<file path="src/rtl/green_led_sequencer.sv">
// Green LED sequencer: a small config slave plus an Avalon-MM master that
// writes static, blinking or rotating patterns into the LED PIO data register.
module green_led_sequencer #(
  parameter int WIDTH          = 9,
  parameter int CNT_W          = 24,
  parameter int DEFAULT_PERIOD = 5000000
) (
  input  logic             clk,
  input  logic             reset_n,
  input  logic [1:0]       address,
  input  logic             chipselect,
  input  logic             write_n,
  input  logic [31:0]      writedata,
  output logic [31:0]      readdata,
  output logic             pio_chipselect,
  output logic             pio_write_n,
  output logic [1:0]       pio_address,
  output logic [WIDTH-1:0] pio_writedata
);

  typedef enum logic {
    S_IDLE  = 1'b0,
    S_WRITE = 1'b1
  } state_t;

  localparam logic [1:0] MODE_BLINK = 2'd1;
  localparam logic [1:0] MODE_ROTL  = 2'd2;
  localparam logic [1:0] MODE_ROTR  = 2'd3;

  // configuration and sequencing state
  logic             r_en;
  logic [1:0]       r_mode;
  logic [WIDTH-1:0] r_pattern;
  logic [CNT_W-1:0] r_period;
  logic [CNT_W-1:0] r_cnt;
  logic [WIDTH-1:0] r_frame;
  state_t           r_state;

  // combinational helpers
  state_t           w_state_next;
  logic             w_cfg_wr;
  logic             w_wr_ctrl;
  logic             w_wr_pattern;
  logic             w_wr_period;
  logic             w_new_en;
  logic [CNT_W-1:0] w_last;
  logic             w_tick;
  logic [CNT_W-1:0] w_cnt_next;
  logic [WIDTH-1:0] w_frame_next;
  logic             w_update;
  logic             w_unused;

  assign w_cfg_wr     = chipselect && !write_n;
  assign w_wr_ctrl    = w_cfg_wr && (address == 2'd0);
  assign w_wr_pattern = w_cfg_wr && (address == 2'd1);
  assign w_wr_period  = w_cfg_wr && (address == 2'd2);
  assign w_new_en     = writedata[0];

  // PERIOD of 0 behaves like 1: the tick fires every cycle
  assign w_last = (r_period == '0) ? '0 : (r_period - 1'b1);
  assign w_tick = r_en && (r_cnt == w_last);

  assign pio_address = 2'b00;
  assign w_unused    = &{1'b0, writedata[31:CNT_W]};

  // config register writes; FRAME (addr3) is read-only
  always_ff @(posedge clk or negedge reset_n) begin
    if (!reset_n) begin
      r_en      <= 1'b0;
      r_mode    <= 2'd0;
      r_pattern <= '0;
      r_period  <= CNT_W'(DEFAULT_PERIOD);
    end else begin
      if (w_wr_ctrl) begin
        r_en   <= w_new_en;
        r_mode <= writedata[2:1];
      end
      if (w_wr_pattern) begin
        r_pattern <= writedata[WIDTH-1:0];
      end
      if (w_wr_period) begin
        r_period <= writedata[CNT_W-1:0];
      end
    end
  end

  // next prescaler count and frame; a config write overrides a coincident tick
  always_comb begin
    w_cnt_next   = r_cnt;
    w_frame_next = r_frame;
    w_update     = 1'b0;
    if (w_wr_ctrl) begin
      w_cnt_next = '0;
      if (w_new_en) begin
        w_frame_next = r_pattern;
        w_update     = 1'b1;
      end else if (r_en) begin
        w_frame_next = '0;
        w_update     = 1'b1;
      end
    end else if (w_wr_pattern) begin
      w_cnt_next = '0;
      if (r_en) begin
        w_frame_next = writedata[WIDTH-1:0];
        w_update     = 1'b1;
      end
    end else if (w_wr_period) begin
      w_cnt_next = '0;
    end else if (!r_en) begin
      w_cnt_next = '0;
    end else if (w_tick) begin
      w_cnt_next = '0;
      case (r_mode)
        MODE_BLINK: begin
          w_frame_next = (r_frame == '0) ? r_pattern : '0;
          w_update     = 1'b1;
        end
        MODE_ROTL: begin
          w_frame_next = {r_frame[WIDTH-2:0], r_frame[WIDTH-1]};
          w_update     = 1'b1;
        end
        MODE_ROTR: begin
          w_frame_next = {r_frame[0], r_frame[WIDTH-1:1]};
          w_update     = 1'b1;
        end
        default: ;
      endcase
    end else begin
      w_cnt_next = r_cnt + 1'b1;
    end
  end

  // prescaler and frame registers
  always_ff @(posedge clk or negedge reset_n) begin
    if (!reset_n) begin
      r_cnt   <= '0;
      r_frame <= '0;
    end else begin
      r_cnt   <= w_cnt_next;
      r_frame <= w_frame_next;
    end
  end

  // write FSM state register
  always_ff @(posedge clk or negedge reset_n) begin
    if (!reset_n) begin
      r_state <= S_IDLE;
    end else begin
      r_state <= w_state_next;
    end
  end

  // write FSM next state and PIO strobes; one write per frame update
  always_comb begin
    w_state_next   = S_IDLE;
    pio_chipselect = 1'b0;
    pio_write_n    = 1'b1;
    pio_writedata  = '0;
    if (w_update) begin
      w_state_next = S_WRITE;
    end
    case (r_state)
      S_WRITE: begin
        pio_chipselect = 1'b1;
        pio_write_n    = 1'b0;
        pio_writedata  = r_frame;
      end
      default: ;
    endcase
  end

  // config read mux, zero-extended
  always_comb begin
    readdata = '0;
    case (address)
      2'd0: begin
        readdata[0]   = r_en;
        readdata[2:1] = r_mode;
      end
      2'd1: readdata[WIDTH-1:0] = r_pattern;
      2'd2: readdata[CNT_W-1:0] = r_period;
      default: readdata[WIDTH-1:0] = r_frame;
    endcase
  end

endmodule
</file>
<file path="config.mk">
export PLATFORM = sky130hd
export DESIGN_NAME = green_led_sequencer
export DESIGN_NICKNAME = d
export VERILOG_FILES = /design/src/rtl/green_led_sequencer.sv
export SDC_FILE = /design/constraint.sdc
export NUM_CORES = 1
export LEC_CHECK = 0
export CAP_MARGIN = 20
export CELL_PAD_IN_SITES_DETAIL_PLACEMENT = 1
export CELL_PAD_IN_SITES_GLOBAL_PLACEMENT = 1
export CORE_MARGIN = 10
export CORE_UTILIZATION = 40
export CTS_BUF_LIST = sky130_fd_sc_hd__clkbuf_2
export DETAILED_ROUTE_END_ITERATION = 7
export GPL_ROUTABILITY_DRIVEN = 0
export GPL_TIMING_DRIVEN = 0
export PLACE_DENSITY = 0.75
export SYNTH_ARGS = -nofsm -noshare
export SYNTH_HDL_FRONTEND = slang
export SYNTH_SLANG_ARGS = --single-unit
</file>
<file path="constraint.sdc">
create_clock -name clk -period 6.9 [get_ports clk]
set_input_delay 1.38 -clock clk [delete_from_list [all_inputs] [get_ports clk]]
set_output_delay 1.38 -clock clk [all_outputs]
set_load 0.05 [all_outputs]
</file>
==> impl_metrics.csv <==
group,metric,value,unit
global_routing,antenna_found_initial,1,
synth,synthTopCellsByCount,"dfrtp_1 (62), nor3_1 (44), mux2_2 (43)",
synth,netlist_area,0.005423,mm2
route,num_vias,5339,
finish,fin_util,0.4871,
placement,port_buffers,63,
pwr,seq_power_share,0.397,
synth,yosys-top-cells-area,"dfrtp_1 (29%), mux2_2 (8.9%), nor3_1 (4.1%), dfstp_2 (3.9%), xnor2_1 (3.9%)",
clock_tree,clockRootBuffer,"clkbuf_2",
worst_setup_path,rr_worst_depth,12,
route,drcViolationCount,0,
worst_setup_path,cp.required,5.52,ns
finish,fin_area,0.006450,mm2
clock_tree,post_cts_buffers,0,
global_routing,grt_use_met1,0.2920,
synth,yosysUniqueCellTypes,76,
pwr,ir_drop,0.0001197,V
timing,relSlewSlack,0.3412,
die,die_x,136.4,um
route,drt_wl_total,19640,um
clock_tree,cts_hold_buf,0,
die,pin_count,83,
synth,yosys_register_bits,70,
pwr,clockPowerShare,0.172,
timing,layout_min_cycle_time,5.546,ns
clock_tree,cts_buffers,9,
global_routing,met3_usage,0.04354,
clock_tree,clock-sinks,70,
timing,setup_violations,0,
clock_tree,cts.repair.resized,0,
synth,synthFlopType,"dfrtp_1",
clock_tree,clk_latency,0.57,ns
global_routing,busiest_layer,"met2",
global_routing,grtUsageTotal,0.2137,
synth,yosysMostFrequentCell,"dfrtp_1",
synth,yosysTopAreaCellShare,0.2861,
timing,tns,0,ns
die,die-area,0.01861,mm2
synth,postSynthCellCount,616,
finish,register_area,0.001762,mm2
timing,worstMarginPinSlew,0.9792,ns
pwr,power_density,218.8,mW/mm2
worst_setup_path,start_kind,"input pin",
run_status,status,"complete, no violations",
placement,dpl_cell_area,0.006337,mm2
pwr,p_leak,2.340,nW
clock_tree,cts_tree,"built",
timing,rsz0062_at_grt,"no",
synth,async_flop_share,1.000,
worst_setup_path,arrival,4.17,ns
pwr,power,1.411,mW
synth,yosys_warnings,0,
timing,worst_clock_skew,0.01421,ns
route,drt-wirelength-per-cell,22.24,um
placement,dp_slack,1.417,ns
flow_run,drv_cap,0,
synth,synth_edf_count,0,
route,routed_via_density,6.046,
die,die_y,136.4,um
die,core_area,0.01324,mm2
placement,hpwl,14930,um
route,dr.pass1.iters,5,
route,drtAntennaViolNets,0,
timing,setup_slack,1.354,ns
clock_tree,max-clock-path-buffers,2,
timing,fmax,180.3,MHz
pwr,switching_share,0.4438,
pwr,total_switching_power,0.6263,mW
placement,dp_cells,866,
finish,drive_gt1_frac,0.1586,
hold_path,min_path_cells,1,
pwr,internal-power,0.7850,mW
worst_setup_path,crit_fanout,10,
synth,synth_seq_area_share,0.3249,
synth,syn_area_per_cell,8.803,um2
hold_path,hp-class,"register to register",
timing,finalCritPeriodShare,0.8038,
timing,finalHoldViolCount,0,
global_routing,use_met2,0.3340,
clock_tree,h-tree-depth,3,
global_routing,grt_pass1_wl,31510,um
timing,whs,0.6157,ns
global_routing,grt_overflow,0,
clock_tree,cts.clk_slew.worst_paths,0.21,ns
timing,drv_slew,0,
finish,fill_cells,1630,
worst_setup_path,criticalPathCategory,"input pin to output pin",
worst_setup_path,crit_path_end_kind,"output pin",
finish,finalNetCount,741,
synth,synth_largest_area_cell,"dfrtp_1",
global_routing,grt_start_max_net_pins,71,
finish,layout.cells.non_filler,883,
die,initial_core_util,0.4095,
pwr,combPwrFrac,0.431,
global_routing,grt_pass1_vias,5565,
finish,area_growth_syn_to_layout,18.94,%
die,placementRows,42,
finish,multiInputGateArea,0.003348,mm2
route,drtIter0Drc,567,
==> routing by layer <==
layer / wire (um) / vias to the layer above
li1: - / 2438
met1: 8973 / 2680
met2: 9140 / 194
met3: 1261 / 27
met4: 263 / 0
met5: 0 / -
==> kinds of logic after synthesis <==
logic type	synth area share
xor gates and xnor gates	0.05491
and+or+nand+nor	0.2665
adders and majority gates	0.004614
other	0.0006915
AOI/OAI and AO/OA	0.1696
buffers and inverters	0.06391
muxes	0.1149
DFF	0.3249
==> cells in the final DEF, fill, tap and decap left out, types with 17 or more instances in the layout <==
cell type,instances
a211oi_1,20
clkdlybuf4s50_1,62
a21oi_1,20
dfrtp_1,62
inv_1,18
nand2_1,37
and2_1,26
clkbuf_1,34
nor3_1,44
nand3_1,18
xnor2_1,24
nand4_1,17
mux2_2,43
nor2_1,42
==> flip-flops by register name, indices dropped and copies added, names as in the netlist <==
signal and flops:
r_cnt 24, r_period 24, r_frame 9, r_pattern 9, r_mode 2, r_en 1
r_state 1
==> power groups by stage <==
stage	sequential [mW]	combinational [mW]	clock (mW)
after detailed placement	0.563	0.599	0
after floorplan	0.530	0.427	0
after CTS	0.556	0.603	0.250
final	0.560	0.608	0.243
after global placement	0.559	0.579	0
after global routing	0.568	0.657	0.266
==> critical path, stage by stage <==
cell             delay [ns]
clkdlybuf4s50_1        0.53
clkbuf_1               0.42
clkbuf_1               0.48
mux2_2                 0.39
a22o_1                 0.24
clkdlybuf4s50_1        0.71
==> path summary, 6_finish.rpt <==
path                                       endpoint                startpoint  slack, ns
max                                     readdata[5]                address[0]       1.35
min                        r_pattern[4]$_DFFE_PN0P_  r_pattern[4]$_DFFE_PN0P_       0.62
max reg2reg                     r_cnt[18]$_DFF_PN0_  r_period[14]$_DFFE_PN1P_       3.13
min reg2reg                r_pattern[4]$_DFFE_PN0P_  r_pattern[4]$_DFFE_PN0P_       0.62
max in group asynchronous  r_period[11]$_DFFE_PN1P_                   reset_n       5.77
min in group asynchronous       r_cnt[16]$_DFF_PN0_                   reset_n       0.78
==> final cells by class <==
type                            instances  share of cell area
Clock inverter                          7             0.01009
Sequential cell                        70              0.2731
Buffer                                 57             0.04326
Timing Repair Buffer                   65              0.1024
Multi-Input combinational cell        480              0.5191
Inverter                               18             0.01048
Antenna cell                            1           0.0003880
Tap cell                              176             0.03414
Clock buffer                            9            0.006984
No activity file was read; power rests on OpenSTA's default activity.
